--- config.mk ---
export PLATFORM = sky130hd
export DESIGN_NAME = division_sequencer
export DESIGN_NICKNAME = d
export VERILOG_FILES = /design/src/rtl/division_sequencer.sv
export SDC_FILE = /design/constraint.sdc
export NUM_CORES = 1
export LEC_CHECK = 0
export CAP_MARGIN = 20
export CORE_MARGIN = 5
export CORE_UTILIZATION = 40
export DETAILED_ROUTE_END_ITERATION = 10
export GPL_TIMING_DRIVEN = 0
export PLACE_DENSITY = 0.6
export SYNTH_ARGS = -nofsm -noshare
export SYNTH_HDL_FRONTEND = slang
export SYNTH_HIERARCHICAL = 1
export SYNTH_SLANG_ARGS = --single-unit
export TNS_END_PERCENT = 1
--- constraint.sdc ---
create_clock -name clk -period 9.9 [get_ports clk]
set_input_delay 1.485 -clock clk [delete_from_list [all_inputs] [get_ports clk]]
set_output_delay 1.485 -clock clk [all_outputs]
set_load 0.01 [all_outputs]
--- src/rtl/division_sequencer.sv ---
// Multi-cycle restoring radix-2 integer divider controller with a start/ready handshake.
// Divide-by-zero and signed overflow are resolved in one cycle; otherwise one quotient bit per cycle.

module divisionOverflowDetectionBlock #(
    parameter int width = 32
) (
    input  logic             signed_i,
    input  logic [width-1:0] dividend_i,
    input  logic [width-1:0] divisor_i,
    output logic             overflow_o
);
    assign overflow_o = signed_i && (dividend_i == {1'b1, {(width-1){1'b0}}}) && (&divisor_i);
endmodule

module division_sequencer #(
    parameter int width = 32
) (
    input  logic             clk,
    input  logic             rst,
    input  logic             start_i,
    input  logic             signed_i,
    input  logic [width-1:0] dividend_i,
    input  logic [width-1:0] divisor_i,
    input  logic             flush_i,
    output logic             ready_o,
    output logic             busy_o,
    output logic             done_o,
    output logic [width-1:0] quotient_o,
    output logic [width-1:0] remainder_o,
    output logic             div_zero_o,
    output logic             overflow_o
);
    localparam int CW = $clog2(width + 1);

    typedef enum logic [2:0] {IDLE, CHECK, ITER, FIX, DONE} state_t;

    state_t           state_q, state_d;
    logic [CW-1:0]    cnt_q, cnt_d;
    logic             sgn_q, sgn_d;
    logic [width-1:0] dvd_q, dvd_d, dvs_q, dvs_d;
    logic [width-1:0] dvsa_q, dvsa_d, rem_q, rem_d, quo_q, quo_d;
    logic [width-1:0] quotient_q, quotient_d, remainder_q, remainder_d;
    logic             dz_q, dz_d, ov_q, ov_d;
    logic             accept, ovf, neg_dvd, neg_dvs, ge;
    logic [width+1:0] trial;

    divisionOverflowDetectionBlock #(.width(width)) u_ovf (
        .signed_i  (sgn_q),
        .dividend_i(dvd_q),
        .divisor_i (dvs_q),
        .overflow_o(ovf)
    );

    assign ready_o     = (state_q == IDLE) || (state_q == DONE);
    assign busy_o      = (state_q == CHECK) || (state_q == ITER) || (state_q == FIX);
    assign done_o      = (state_q == DONE);
    assign quotient_o  = quotient_q;
    assign remainder_o = remainder_q;
    assign div_zero_o  = dz_q;
    assign overflow_o  = ov_q;

    // A flush in the same cycle as a would-be accept drops the request.
    assign accept  = start_i && ready_o && !flush_i;
    assign neg_dvd = sgn_q && dvd_q[width-1];
    assign neg_dvs = sgn_q && dvs_q[width-1];
    // Borrow in the top bit means the trial subtraction went negative.
    assign trial   = {1'b0, rem_q, quo_q[width-1]} - {2'b00, dvsa_q};
    assign ge      = !trial[width+1];

    always_comb begin
        state_d     = state_q;
        cnt_d       = cnt_q;
        sgn_d       = sgn_q;
        dvd_d       = dvd_q;
        dvs_d       = dvs_q;
        dvsa_d      = dvsa_q;
        rem_d       = rem_q;
        quo_d       = quo_q;
        quotient_d  = quotient_q;
        remainder_d = remainder_q;
        dz_d        = dz_q;
        ov_d        = ov_q;
        if (accept) begin
            sgn_d   = signed_i;
            dvd_d   = dividend_i;
            dvs_d   = divisor_i;
            state_d = CHECK;
        end
        case (state_q)
            IDLE: ;
            CHECK: begin
                if (flush_i) begin
                    state_d = IDLE;
                end else if (dvs_q == '0) begin
                    quotient_d  = '1;
                    remainder_d = dvd_q;
                    dz_d        = 1'b1;
                    ov_d        = 1'b0;
                    state_d     = DONE;
                end else if (ovf) begin
                    quotient_d  = dvd_q;
                    remainder_d = '0;
                    dz_d        = 1'b0;
                    ov_d        = 1'b1;
                    state_d     = DONE;
                end else begin
                    quo_d   = neg_dvd ? -dvd_q : dvd_q;
                    dvsa_d  = neg_dvs ? -dvs_q : dvs_q;
                    rem_d   = '0;
                    cnt_d   = CW'(width);
                    state_d = ITER;
                end
            end
            ITER: begin
                if (flush_i) begin
                    state_d = IDLE;
                end else begin
                    rem_d = ge ? width'(trial) : width'({rem_q, quo_q[width-1]});
                    quo_d = {quo_q[width-2:0], ge};
                    cnt_d = cnt_q - CW'(1);
                    if (cnt_q == CW'(1)) state_d = FIX;
                end
            end
            FIX: begin
                if (flush_i) begin
                    state_d = IDLE;
                end else begin
                    quotient_d  = (neg_dvd ^ neg_dvs) ? -quo_q : quo_q;
                    remainder_d = neg_dvd ? -rem_q : rem_q;
                    dz_d        = 1'b0;
                    ov_d        = 1'b0;
                    state_d     = DONE;
                end
            end
            DONE: if (!accept) state_d = IDLE;
            default: state_d = IDLE;
        endcase
    end

    always_ff @(posedge clk or posedge rst) begin
        if (rst) begin
            state_q     <= IDLE;
            cnt_q       <= '0;
            sgn_q       <= 1'b0;
            dvd_q       <= '0;
            dvs_q       <= '0;
            dvsa_q      <= '0;
            rem_q       <= '0;
            quo_q       <= '0;
            quotient_q  <= '0;
            remainder_q <= '0;
            dz_q        <= 1'b0;
            ov_q        <= 1'b0;
        end else begin
            state_q     <= state_d;
            cnt_q       <= cnt_d;
            sgn_q       <= sgn_d;
            dvd_q       <= dvd_d;
            dvs_q       <= dvs_d;
            dvsa_q      <= dvsa_d;
            rem_q       <= rem_d;
            quo_q       <= quo_d;
            quotient_q  <= quotient_d;
            remainder_q <= remainder_d;
            dz_q        <= dz_d;
            ov_q        <= ov_d;
        end
    end
endmodule
==> flow_summary_export.csv, run 1 <==
group,metric,value,unit
routing,dr.first_iter.drc_count,779,
sta,tightestPinTransition,1060,ps
die,die_y,197,um
synth,synthDominantAreaCellType,"dfrtp_1",
synth,synth.cell_area,14100,um^2
sta,rsz0062_at_grt,"no",
setup_path,cp_max_fo,10,
sta,slew_violations,0,
setup_path,cpMostUsedCell,"clkbuf_1",
setup_path,crit_type,"input port to flip-flop",
synth,async_reset_ff_frac,1.00,
setup_path,cpPeakStageDelay,820,ps
power,power_frac_seq,0.361,
worst_hold_path,min-delay-start,"quotient_o[23]",
grt,antenna_found_initial,0,
outcome,outcome,"complete, no violations",
setup_path,crit_arrival,4370,ps
worst_hold_path,hold_path_class,"flip-flop to flip-flop",
grt,overflow,0,
grt,grt_max_degree,129,
layout,mostFrequentLayoutCells,"236 x dfrtp_1, 171 x o21ai_0, 161 x nand2_1",
grt,grt_pass1_wl,72.3,mm
routing,vias_per_cell,5.60,
synth,yosys_warnings,6,
setup_path,worst_path_max_delay_cell,"clkbuf_1",
die,die_width,197,um
sta,clock_skew,23.4,ps
synth,yosys_register_bits,236,
power,switching_share,0.387,
worst_hold_path,hold_depth,2,
power,p_comb_frac,0.396,
job,drv_cap,0,
clock_network,clkTransAtPathRegs,60,ps
grt,track_usage,0.235,
setup_path,path_cells,"clkdlybuf4s50_1 > nor4b_1 > clkbuf_1 > clkbuf_1 > mux2_2",
routing,wl_per_cell,21.1,um
sta,slew_headroom,0.290,
routing,num_vias,12359,
power,p_sw,1.72,mW
synth,synthFlopType,"dfrtp_1",
die,initial_core_util,0.406,
setup_path,end_kind,"flip-flop",
clock_network,clockBufferDepth,3,
layout,fin_nets,1839,
clock_network,cts_tree,"built",
sta,totalNegativeSetupSlack,0,ps
setup_path,r2r-end,"quo_q[2]",
layout,drive_gt1_frac,0.0850,
layout,final_common_cell,"dfrtp_1",
placed_design,port_buffers,137,
placed_design,place.gp.congestion,0.939,
placed_design,dp.cells,2156,
power,intPower,2.73,mW
setup_path,r2r_slack,6080,ps
sta,finalHoldViolations,0,
clock_network,ctsHoldBuffers,0,
clock_network,cts_setup_buffers,0,
synth,synthCells,1562,
synth,ys_seq_area_frac,0.420,
clock_network,root_buffer,"clkbuf_16",
clock_network,cts_resized,0,
die,rows,68,
routing,drt_wl_total,46.6,mm
layout,finalNonFillerCells,2207,
routing,antenna_left,0,
clock_network,insertion_delay,560,ps
layout,diodes,0,
routing,drc,0,
clock_network,clock_sinks,236,
sta,clock.fmax,254,MHz
clock_network,cts_made_buffers,28,
layout,syn_to_final_growth,21.2,%
synth,netlist-cell-type-count,66,
sta,finalCritPeriodShare,0.397,
die,io_pins,138,
setup_path,critPathLaunchType,"input port",
worst_hold_path,hold_end,"quotient_o[23]",
power,clkPwrFrac,0.243,
synth,synth_top_area_frac,0.420,
placed_design,dp_hpwl,35.8,mm
setup_path,r2r-start,"dvs_q[2]",
die,core_area,34600,um^2
setup_path,path_delay_family,"buffers and inverters",
routing,drt_first_pass_iters,5,
power,p_per_area,262,nW/um^2
synth,avgSynthCellArea,9.00,um^2
sta,setup_viol,0,
die,dieArea,39000,um^2
power,ir_worst_vdd,0.194,mV
setup_path,worst_r2r_path_depth,9,
power,p_leak,7.08,nW
setup_path,crit_required,10340,ps
sta,period_minus_slack,3930,ps
clock_network,htree_levels,1,
grt,grt_pass1_vias,12199,
setup_path,timing.critical_path.buf_inv,3,
synth,syn_nets,1670,
synth,synth_edf_count,0,
synth,synth_area_leaders,"dfrtp_1 42%, o21ai_0 6.1%, xnor2_1 5.5%, mux2_2 4.7%, nand2_1 4.3%",
-- kinds of logic after synthesis --
family / count (synthesis) / synth area share
mux: 74 / 0.0580
compound gates: 441 / 0.189
buf+inv: 157 / 0.0457
fa+ha+maj: 39 / 0.0353
simple gates: 468 / 0.160
xor+xnor: 147 / 0.0916
flops: 236 / 0.420
-- worst min-delay path: cells and delay by family (launching register included) --
kind / cells / cell delay (ps)
flip-flops: 1 / 340
AO/OA/AOI/OAI: 1 / 50
AND/OR/NAND/NOR: 1 / 40
-- power groups by stage --
stage | sequential [mW] | clock [mW] | combinational (mW)
CTS | 1.60 | 1.10 | 1.77
finish | 1.61 | 1.08 | 1.77
floorplan | 1.53 | 0 | 1.20
global placement | 1.61 | 0 | 1.74
global route | 1.65 | 1.14 | 1.97
detailed placement | 1.62 | 0 | 1.76
-- per-stage QoR --
| stage | setup WS [ps] | instance area [um^2] | utilization | hold WS (ps) | total power [mW] |
|---|---|---|---|---|---|
| final | 5970 | 17000 | 0.492 | 473 | 4.46 |
| after global routing | 5970 | 17000 | 0.492 | 505 | 4.76 |
| after CTS | 5990 | 17000 | 0.492 | 483 | 4.48 |
| after detailed placement | 5400 | 16100 | 0.464 | 470 | 3.38 |
| after global placement | -1240 | 16000 | 0.462 | 464 | 3.35 |
| after floorplan | 1940 | 14100 | - | 450 | 2.73 |
-- layout make-up --
type / count / area (um^2)
multi-input cells: 1169 / 7510
plain buffers: 93 / 402
clock inverters: 8 / 129
fillers: 3326 / 17600
well taps: 455 / 569
inverters: 64 / 248
clock buffers: 43 / 847
flip-flops and latches: 236 / 5910
repair buffers: 139 / 1430
-- worst max path at each step --
stage / startpoint / end / cells after the start
2_1_floorplan: rst / cnt_q[0] / 1
3_3_place_gp: rst / dvs_q[4] / 2
3_5_place_dp: flush_i / dvd_q[29] / 5
4_1_cts: flush_i / dvd_q[29] / 5
5_1_grt: state_q[1] / busy_o / 4
6_report: flush_i / dvd_q[29] / 5
-- cell usage after synthesis, types with 5 or more instances --
cell and count:
o211ai_1 5, nor3_1 21, a21o_1 14, o41ai_1 14, o31ai_1 18, ha_1 38, dfrtp_1 236, o21ai_1 21
nand3_1 35, a221o_1 29, nor4_1 20, buf_2 19, mux2_2 59, or4_1 11, inv_1 62, nor4_2 5
nor2b_1 6, xnor2_1 89, nand2_1 161, a31oi_1 6, a22oi_1 15, mux2i_1 15, xor2_1 58, or3_1 12
a21oi_1 98, and3_1 8, nand2b_1 14, o22ai_1 26, o21ai_0 171, clkbuf_1 65, and2_1 10, nand4_1 10
nor2_1 128
-- state kept, by name (all words and copies together), names as in the netlist --
signal       count
div_zero_o       1
state_q          3
quotient_o      32
rem_q           32
remainder_o     32
quo_q           32
dvs_q           32
dvsa_q          32
cnt_q            6
sgn_q            1
dvd_q           32
overflow_o       1
-- metal layers --
layer | vias to the layer above | routed length [um] | share of wire | global-route usage
li1 | 5940 | - | - | -
met1 | 5983 | 20800 | 0.45 | 0.324
met2 | 359 | 21700 | 0.46 | 0.388
met3 | 77 | 2760 | 0.059 | 0.0348
met4 | 0 | 1390 | 0.030 | 0.0629
met5 | - | 0 | 0 | 0
(Power assumes the default switching activity.)
==> run 2, diff against run 1 <==
- PLACE_DENSITY: 0.6 -> 0.63
- clock period: 9.9 -> 3.5 ns (I/O delays scaled with it)
==> flow_summary_export.csv, run 2 (synthesized netlist as in run 1, its figures left out) <==
group,metric,value,unit
sta,clock.fmax,296,MHz
setup_path,r2r-end,"quo_q[0]",
layout,final_common_cell,"dfrtp_1",
layout,post-route-util,0.494,
die,initial_core_util,0.406,
sta,rsz0062_at_grt,"no",
placed_design,port_buffers,137,
setup_path,cp_max_fo,10,
sta,clock_skew,16.4,ps
power,p_leak,7.12,nW
routing,drc,0,
layout,mostFrequentLayoutCells,"236 x dfrtp_1, 171 x o21ai_0, 161 x nand2_1",
sta,slew_headroom,0.382,
placed_design,place_ws,-244,ps
sta,slew_violations,0,
die,io_pins,138,
placed_design,dp_hpwl,35.8,mm
layout,fillers,3236,
routing,num_vias,12371,
routing,vias_per_cell,5.59,
sta,finalCritPeriodShare,0.964,
clock_network,cts_tree,"built",
job,drv_cap,0,
layout,diodes,0,
layout,drive_gt1_frac,0.0939,
sta,setup_ws,125,ps
routing,dr.first_iter.drc_count,939,
routing,drt_wl_total,45.7,mm
clock_network,cts_made_buffers,29,
setup_path,end_kind,"flip-flop",
routing,drt_first_pass_iters,5,
clock_network,clock_sinks,236,
grt,grt_max_degree,43,
routing,wl_per_cell,20.6,um
setup_path,crit_type,"flip-flop to flip-flop",
die,die_width,197,um
setup_path,r2r-start,"dvs_q[2]",
sta,totalNegativeSetupSlack,0,ps
layout,multi_input_area,7530,um^2
layout,fin_nets,1845,
clock_network,clkTransAtPathRegs,60,ps
power,ir_worst_vdd,0.399,mV
setup_path,worst_r2r_path_depth,10,
sta,period_minus_slack,3370,ps
setup_path,critPathLaunchType,"flip-flop",
grt,antenna_found_initial,0,
die,core_area,34600,um^2
die,die_y,197,um
die,rows,68,
clock_network,insertion_delay,570,ps
layout,syn_to_final_growth,21.7,%
die,dieArea,39000,um^2
setup_path,crit_arrival,3830,ps
clock_network,htree_levels,1,
sta,setup_viol,0,
grt,grt_pass1_wl,71.2,mm
power,p_per_area,729,nW/um^2
routing,antenna_left,0,
grt,track_usage,0.230,
sta,finalHoldViolations,0,
grt,grt_pass1_vias,12083,
outcome,outcome,"complete, no violations",
clock_network,root_buffer,"clkbuf_16",
sta,tightestPinTransition,927,ps
clock_network,ctsHoldBuffers,0,
setup_path,r2r_slack,130,ps
layout,regArea,5910,um^2
setup_path,crit_required,3960,ps
placed_design,place.gp.congestion,0.943,
grt,overflow,0,
clock_network,clockBufferDepth,3,
worst_hold_path,hold_path_class,"input port to async pin",
run 2: layout make-up:
class	instances	area share
buffer	92	0.0249
clock buffer	41	0.0474
clock inverter	11	0.00651
inverter	64	0.0143
multi-input combinational	1169	0.440
sequential	236	0.345
tap	455	0.0333
timing repair buffer	145	0.0881
run 2: worst max-delay path by stage:
stage               startpoint               to  cells past startpoint
global placement           rst         dvs_q[1]                      2
CTS                   dvs_q[2]        quo_q[24]                     10
floorplan                  rst         cnt_q[0]                      1
finish                dvs_q[2]         quo_q[0]                     10
detailed placement    dvs_q[2]         quo_q[2]                      9
global route          dvs_q[2]  remainder_o[25]                     10
run 2: metal layers:
| metal | up-vias | routed length (um) | global-route usage |
|---|---|---|---|
| met5 | - | 0 | 0 |
| met4 | 0 | 1150 | 0.0537 |
| met3 | 67 | 2440 | 0.0298 |
| met2 | 372 | 21500 | 0.385 |
| met1 | 5993 | 20600 | 0.320 |
| li1 | 5939 | - | - |
run 2: worst max-delay path: stages, from the launching register on:
cell	delay, ps
dfrtp_1	450
or4_4	610
nor4_4	220
nand4_1	210
or4_1	520
buf_4	240
and2_1	240
nor2_2	210
buf_4	230
inv_2	120
o221ai_1	210
run 2: through the flow:
step | hold slack, ps | area (um^2) | power [mW] | std cells
floorplan | 450 | 14100 | 7.72 | 1562
global placement | 464 | 16000 | 9.43 | 2154
detailed placement | 470 | 16100 | 9.53 | 2160
CTS | 420 | 17100 | 12.5 | 2212
global route | 474 | 17100 | 13.3 | 2213
finish | 418 | 17100 | 12.5 | 2213
run 2: repair_timing:
action	in CTS	in global routing
buffers inserted	0	2
pin swaps	1	1
endpoints found under the setup margin	80	131
gates cloned	0	0
endpoints found under the hold margin	0	0
gates resized for setup	8	15
run 2: power breakdown:
group / total (mW) / switching [mW] / internal [mW]
combinational: 5.00 / 2.68 / 2.32
sequential: 4.54 / 0.994 / 3.55
clock: 2.93 / 1.18 / 1.75
total: 12.5 / 4.85 / 7.62
==> run 3, diff against run 2 <==
- CAP_MARGIN: 20 -> 30
- CORE_ASPECT_RATIO: unset -> 0.6
==> flow_summary_export.csv, run 3 (synthesized netlist as in run 1, its figures left out) <==
group,metric,value,unit
clock_network,root_buffer,"clkbuf_16",
routing,drc,0,
grt,grt_pass1_vias,12334,
grt,grt_pass1_wl,75.7,mm
clock_network,clkTransAtPathRegs,70,ps
clock_network,cts_setup_buffers,0,
layout,diodes,0,
outcome,outcome,"complete, no violations",
clock_network,cts_made_buffers,25,
die,die_y,155,um
routing,drt_wl_total,49.7,mm
layout,drive_gt1_frac,0.0942,
sta,clock_skew,19.4,ps
routing,antenna_left,0,
routing,drt_first_pass_iters,6,
placed_design,port_buffers,137,
layout,post-route-util,0.491,
sta,finalCritPeriodShare,0.962,
clock_network,insertion_delay,550,ps
power,clkPwrFrac,0.227,
setup_path,critPathLaunch,"dvs_q[2]",
setup_path,cp_max_fo,10,
power,power_frac_seq,0.363,
die,io_pins,138,
power,p_leak,7.10,nW
power,switching_share,0.402,
setup_path,crit_type,"flip-flop to flip-flop",
setup_path,crit_arrival,3790,ps
die,initial_core_util,0.404,
worst_hold_path,hold_path_class,"input port to async pin",
placed_design,place.gp.congestion,0.948,
sta,slew_headroom,0.352,
die,dieArea,39100,um^2
setup_path,critPathLaunchType,"flip-flop",
power,intPower,7.58,mW
sta,rsz0062_at_grt,"no",
clock_network,clockBufferDepth,3,
sta,setup_viol,0,
grt,overflow,0,
power,p_per_area,742,nW/um^2
placed_design,dp.cells,2173,
sta,slew_violations,0,
power,p_total,12.7,mW
sta,totalNegativeSetupSlack,0,ps
layout,syn_to_final_growth,21.6,%
power,ir_worst_vdd,0.376,mV
layout,final_cell_area,17100,um^2
sta,finalHoldViolations,0,
die,rows,53,
layout,final_common_cell,"dfrtp_1",
sta,tightestPinTransition,959,ps
layout,mostFrequentLayoutCells,"234 x dfrtp_1, 171 x o21ai_0, 161 x nand2_1",
routing,vias_per_cell,5.82,
sta,clock.fmax,297,MHz
grt,antenna_found_initial,0,
setup_path,end_kind,"flip-flop",
power,p_sw,5.10,mW
grt,track_usage,0.248,
layout,fin_nets,1841,
sta,period_minus_slack,3370,ps
job,drv_cap,0,
die,core_area,34800,um^2
placed_design,place_area,16200,um^2
routing,dr.first_iter.drc_count,1465,
clock_network,htree_levels,1,
routing,wl_per_cell,22.4,um
routing,num_vias,12902,
clock_network,clock_sinks,236,
layout,finalNonFillerCells,2218,
die,die_width,252,um
clock_network,cts_tree,"built",
setup_path,crit_required,3930,ps
placed_design,dp_hpwl,39.0,mm
setup_path,r2r-start,"dvs_q[2]",
power,p_comb_frac,0.411,
grt,grt_max_degree,40,
run 3: routing by layer:
layer	routed length, um	up-vias	global-route usage	share of wire
li1	-	5926	-	-
met2	19200	504	0.332	0.39
met3	5440	66	0.0921	0.11
met4	822	0	0.0400	0.017
met5	0	-	0	0
met1	24200	6406	0.384	0.49
run 3: critical path, stage by stage, from the launching register on:
cell	delay [ps]
dfrtp_2	460
or4_4	600
nor4_4	180
nand4_1	250
or4_4	490
buf_2	210
a21o_1	240
buf_6	170
buf_2	220
a21oi_1	290
o21ai_1	120
run 3: power groups by stage:
stage / combinational, mW / sequential [mW] / clock [mW]
finish: 5.20 / 4.60 / 2.87
global route: 5.73 / 4.70 / 3.03
CTS: 5.11 / 4.55 / 2.90
detailed placement: 5.07 / 4.60 / 0
global placement: 4.96 / 4.58 / 0
floorplan: 3.39 / 4.32 / 0
run 3: what timing repair did:
item	4_1_cts	5_1_grt
setup endpoints to repair	36	129
pin swaps	0	1
resized for setup	7	23
hold buffers	0	0
run 3: final cells by class:
class	count	area [um^2]
inverters	64	244
clock inverters	11	165
repair buffers	144	1510
flip-flops and latches	236	5910
plain buffers	93	432
well taps	467	584
clock buffers	34	699
fillers	3318	17700
multi-input cells	1169	7550
run 3: metrics by stage:
step	hold slack, ps	setup slack [ps]
after global placement	465	-2020
after detailed placement	472	-335
final	320	133
after global routing	353	14.4
after CTS	316	21.1
after floorplan	450	-117
run 3: final timing paths:
| kind | to | slack (ps) | cells after the start |
|---|---|---|---|
| max | remainder_o[3] | 130 | 10 |
| min | dvs_q[23] | 320 | 2 |
| max reg2reg | remainder_o[3] | 130 | 10 |
| min reg2reg | quotient_o[27] | 480 | 2 |
| max in group asynchronous | quotient_o[26] | 1390 | 8 |
| min in group clk | quotient_o[27] | 480 | 2 |
